[src/rtl/u_rf_sb.sv]
// u_rf_sb: parametrised register file with per-register pending scoreboard.
// Define U_RF_BYPASS_EN to forward the writeback port onto the read ports in the writeback cycle.
module u_rf_sb #(
    parameter int XLEN = 32,
    parameter int NREG = 32,
    localparam int AW = $clog2(NREG),
    localparam int CW = $clog2(NREG + 1)
) (
    input  logic            clk,
    input  logic            rst,
    input  logic [AW-1:0]   rs1_a,
    input  logic [AW-1:0]   rs2_a,
    output logic [XLEN-1:0] rs1_o,
    output logic [XLEN-1:0] rs2_o,
    output logic            rs1_rdy,
    output logic            rs2_rdy,
    input  logic            iss_e,
    input  logic [AW-1:0]   iss_a,
    input  logic            rd_e,
    input  logic [AW-1:0]   rd_a,
    input  logic [XLEN-1:0] rd_i,
    input  logic            flush,
    output logic [CW-1:0]   pend_cnt
);
    logic [XLEN-1:0] mem [NREG];
    logic [NREG-1:0] pend, pend_nxt;
    logic [CW-1:0]   cnt;
    logic            wr, is, inc, dec, hit1, hit2;

    assign wr  = rd_e && rd_a != '0;
    assign is  = iss_e && iss_a != '0;
    // A writeback only lowers the count if the same edge does not re-mark that register.
    assign inc = is && !pend[iss_a];
    assign dec = wr && pend[rd_a] && !(is && iss_a == rd_a);

    always_comb begin
        pend_nxt = flush ? '0 : pend;
        if (wr) pend_nxt[rd_a] = 1'b0;
        if (is) pend_nxt[iss_a] = 1'b1;
    end

    always_ff @(posedge clk) begin
        if (rst) begin
            for (int i = 0; i < NREG; i++) mem[i] <= '0;
            pend <= '0;
            cnt  <= '0;
        end else begin
            if (wr) mem[rd_a] <= rd_i;
            pend <= pend_nxt;
            cnt  <= flush ? CW'(is) : cnt + CW'(inc) - CW'(dec);
        end
    end

`ifdef U_RF_BYPASS_EN
    assign hit1 = rd_e && rd_a == rs1_a;
    assign hit2 = rd_e && rd_a == rs2_a;
`else
    assign hit1 = 1'b0;
    assign hit2 = 1'b0;
`endif

    assign rs1_o    = rs1_a == '0 ? '0 : hit1 ? rd_i : mem[rs1_a];
    assign rs2_o    = rs2_a == '0 ? '0 : hit2 ? rd_i : mem[rs2_a];
    assign rs1_rdy  = rs1_a == '0 || !pend[rs1_a] || hit1;
    assign rs2_rdy  = rs2_a == '0 || !pend[rs2_a] || hit2;
    assign pend_cnt = cnt;
endmodule

[config.mk]
export PLATFORM = sky130hd
export DESIGN_NAME = u_rf_sb
export DESIGN_NICKNAME = d
export VERILOG_FILES = /design/src/rtl/u_rf_sb.sv
export SDC_FILE = /design/constraint.sdc
export NUM_CORES = 2
export LEC_CHECK = 0
export BUFFER_PORTS_ARGS = -buffer_cell sky130_fd_sc_hd__buf_2
export CAP_MARGIN = 20
export CELL_PAD_IN_SITES_DETAIL_PLACEMENT = 0
export CELL_PAD_IN_SITES_GLOBAL_PLACEMENT = 1
export CORE_MARGIN = 2
export CORE_UTILIZATION = 45
export CTS_CLUSTER_SIZE = 25
export DETAILED_ROUTE_END_ITERATION = 6
export MAX_ROUTING_LAYER = met4
export PLACE_DENSITY_LB_ADDON = 0.1
export SYNTH_ARGS = -nofsm -noshare
export SYNTH_HDL_FRONTEND = slang
export SYNTH_SLANG_ARGS = --single-unit
[constraint.sdc]
create_clock -name clk -period 5 [get_ports clk]
set_clock_uncertainty 0.2 [all_clocks]
set_input_delay 0.5 -clock clk [delete_from_list [all_inputs] [get_ports clk]]
set_output_delay 0.5 -clock clk [all_outputs]
set_load 0.05 [all_outputs]
==> key figures <==
Logic synthesis
  • FF+latch count, synth: 1062
  • Cells after Synth: roughly 3700
  • Top cell type's share of synthesized area: 0.5402
  • Top post-synthesis cells by count: 1024 x edfxtp_1, 996 x and2_1, 552 x mux4_2, 258 x clkbuf_1, 127 x mux2i_1
  • Leading area contributor after synthesis: edfxtp_1
  • Ys flop type: edfxtp_1
  • Syn Area/Cell: 15.40 µm²
  • Mapped Area: between 0.05 and 0.06 mm²
  • Post-synth EDFFs: 1024
  • Top-count cell post-synth: edfxtp_1
  • Top post-synthesis cells by area: edfxtp_1 54%, mux4_2 22%, and2_1 11%, mux2i_1 2.2%, clkbuf_1 1.7%
  • Fraction of registers with async set/reset: 0
  • YS warnings: 0
  • Post-synthesis sequential area ratio: 0.5536
  • Unique masters post-synth: 49

Worst setup path
  • WP data required: ~4.3 ns
  • Reg2Reg Setup Slack: about 1.6 ns
  • Reg-to-Reg Start: pend[22]
  • Critical path capture point type: output pin
  • RR Endpoint: pend_cnt[4]
  • Critical path launch point type: primary input
  • CP max FO: 45
  • Critical path type: primary input to output pin
  • Reg2reg path depth: 12
  • Arrival @ worst endpoint: 3.38 ns

Clock tree
  • Setup bufs post-CTS: 0
  • Cts bufs inserted: 120
  • Clock buffer depth: 3
  • Root buffer cell: clkbuf_16
  • Clk Latency, worst-skew pair: roughly 0.73 ns
  • H-tree depth: 3
  • Clock Pin Slew Worst Setup and Hold Paths: roughly 0.060 ns
  • CTS tree: yes
  • Clk sinks: around 1100

Power and ir drop
  • Internal power: ~16 mW
  • Sw Share: 0.2671
  • Power Density: 348.5 mW/mm²
  • Register share of total power: 0.474
  • LEAKAGE: 21.76 nW
  • Comb pwr share: 0.138
  • Final total power: 22.11 mW
  • VDD IR-drop max: between 0.0002 and 0.0003 V
  • Clock Power Share: 0.388
  • Switching pwr: 5.906 mW

Die
  • Die width: about 360 µm
  • IO Pins: roughly 130
  • # rows: 130
  • Die area: about 0.13 mm²
  • Vert. Die Dim: 359.6 µm
  • Initial Util: 0.4533
  • Core ar.: approximately 0.13 mm²

Timing
  • Worst hold slack: 0.1237 ns
  • Slew Viols, Final: 0
  • Final setup margin: 0.9158 ns
  • RSZ-0062 raised after global routing: false
  • Post-route clock period utilization: 0.8168
  • Setup Total Neg Slack: 0 ns
  • Min cycle time layout: 4.084 ns
  • Final hold violations: 0
  • Worst-Margin Slew: 1.084 ns
  • Max-slew headroom: 0.2773
  • # setup viols final: 0
  • Fmax achieved: 0.2448 GHz

Routing
  • Routed WL per cell: 37.00 µm
  • Vias post-DR: 35523
  • DRC: 0
  • DRT Pass-1 Iters: 5
  • Final WL: 203400 µm
  • Antenna viol nets, final: 0
  • Iter 0 DRT Violations: 4324
  • Vias per inst: ~6.5

Finish
  • Core Util, Final: 0.5053
  • Register area: 0.03151 mm²
  • Finished Cell Area: 0.06345 mm²
  • Area Growth Syn to Fin: 11.47%
  • Final #Nets: 3792
  • Fillers: about 11000
  • Area of the multi-input gates: 0.02388 mm²
  • Layout cell share with drive strength beyond 1: 0.2845
  • Non-Filler Instances: 5498

Global routing
  • Number of global-route vias before repair: 36915
  • Initial antenna violation count: 28
  • First-pass GRT wire length: 285400 µm
  • Total Routing Usage GR: 0.3254
  • Overflow after GRT: 0
  • Largest net degree at the start of global routing: 70

Outcome
  • Status: finished clean

Placed design
  • DP Wirelength: around 130000 µm
  • Count of input and output buffers: 128
  • Pre-CTS setup slack: around 0.97 ns
  • Dpl cells: 5254
  • Post-DP Area: 0.05961 mm²
  • Routability cong.: roughly 0.95

Job
  • Max Cap Viol: 0

Hold path
  • Min-Delay Endpoint: pend_cnt[0]
  • Min-Delay Path Class: primary input to register
  • WHS Path Cells: 4
  • Hold wc startpoint: iss_e
## worst max-delay path, cell delays in order
cell,delay (ns)
buf_8,0.43
nor2b_4,0.79
buf_4,0.28
a22oi_1,0.09
o211ai_1,0.45
and3_1,0.43
buf_2,0.33
## layout make-up
cell class	count	share of cell area
diodes	20	0.0007888
clock buffers	142	0.04863
clock inverters	80	0.01057
inverters	47	0.002781
multi-input cells	2222	0.3764
flip-flops and latches	1062	0.4966
well taps	1650	0.03254
repair buffers	275	0.03163
## power groups by stage
stage | Sequential, mW | Combinational [mW] | Clock [mW]
after global routing | 10.5 | 3.14 | 9.02
after floorplan | 10.6 | 1.93 | 0
after detailed placement | 10.7 | 3.04 | 0
after CTS | 10.5 | 3.05 | 8.68
after global placement | 10.6 | 3.02 | 0
final | 10.5 | 3.05 | 8.58
## worst max-delay path by stage
| stage | startpoint | to | slack [ns] |
|---|---|---|---|
| global route | rs1_a[3] | rs1_o[7] | 0.91 |
| CTS | rs2_a[1] | rs2_o[14] | 0.97 |
| floorplan | iss_a[0] | pend_cnt[4] | 1.18 |
| detailed placement | rs2_a[1] | rs2_o[14] | 0.97 |
| finish | rs2_a[1] | rs2_o[14] | 0.92 |
| global placement | iss_a[0] | pend_cnt[4] | 0.88 |
## per-layer routing
metal	part of all wire	wire, µm	track usage
met4	0.053	10720	0.1476
met5	0	0	-
met3	0.081	16410	0.04980
met2	0.49	98880	0.5186
met1	0.38	77430	0.4139
## repair_timing
action,in CTS,in global routing
hold buffers,1,0
gates resized for setup,0,0
hold endpoints to repair,6,0
## flip-flops by register name (all words and copies together), names as in the netlist
signal / cells
mem: 1024
pend_cnt: 6
pend: 32
## logic make-up (layout without fill, tap and decap cells)
| logic type | count (synthesis) | count (layout) | share of synthesized area |
|---|---|---|---|
| fa+ha+maj | 7 | 7 | 0.001671 |
| buf+inv | 444 | 544 | 0.03449 |
| simple gates | 1249 | 1249 | 0.1314 |
| xor+xnor | 9 | 9 | 0.001385 |
| other cells | 1 | 52 | 0.00006588 |
| mux | 704 | 704 | 0.2457 |
| flops | 1062 | 1062 | 0.5536 |
| compound gates | 221 | 221 | 0.03172 |
## layout by cell type, fill, tap and decap left out, types with 19 or more instances in the layout
master     Yosys  final
nand2_1       92     91
mux2_2        25     25
diode_2        0     20
and2_1       996    996
nor2_1        50     19
clkinv_2       0     20
and3_1        29     29
buf_2         99    119
clkbuf_1     258     22
o221ai_1      33     33
mux2i_1      127    127
nor2_4         0     24
dfxtp_1       38     38
clkbuf_16      0    120
nand2b_2       0     31
edfxtp_1    1024   1024
mux4_2       552    552
o211ai_1      26     26
conb_1         1     32
a22oi_1       54     54
a221oi_1      39     39
clkinv_1      38     72
a32o_1        31     31
buf_4         18    133
(Power assumes the default switching activity.)
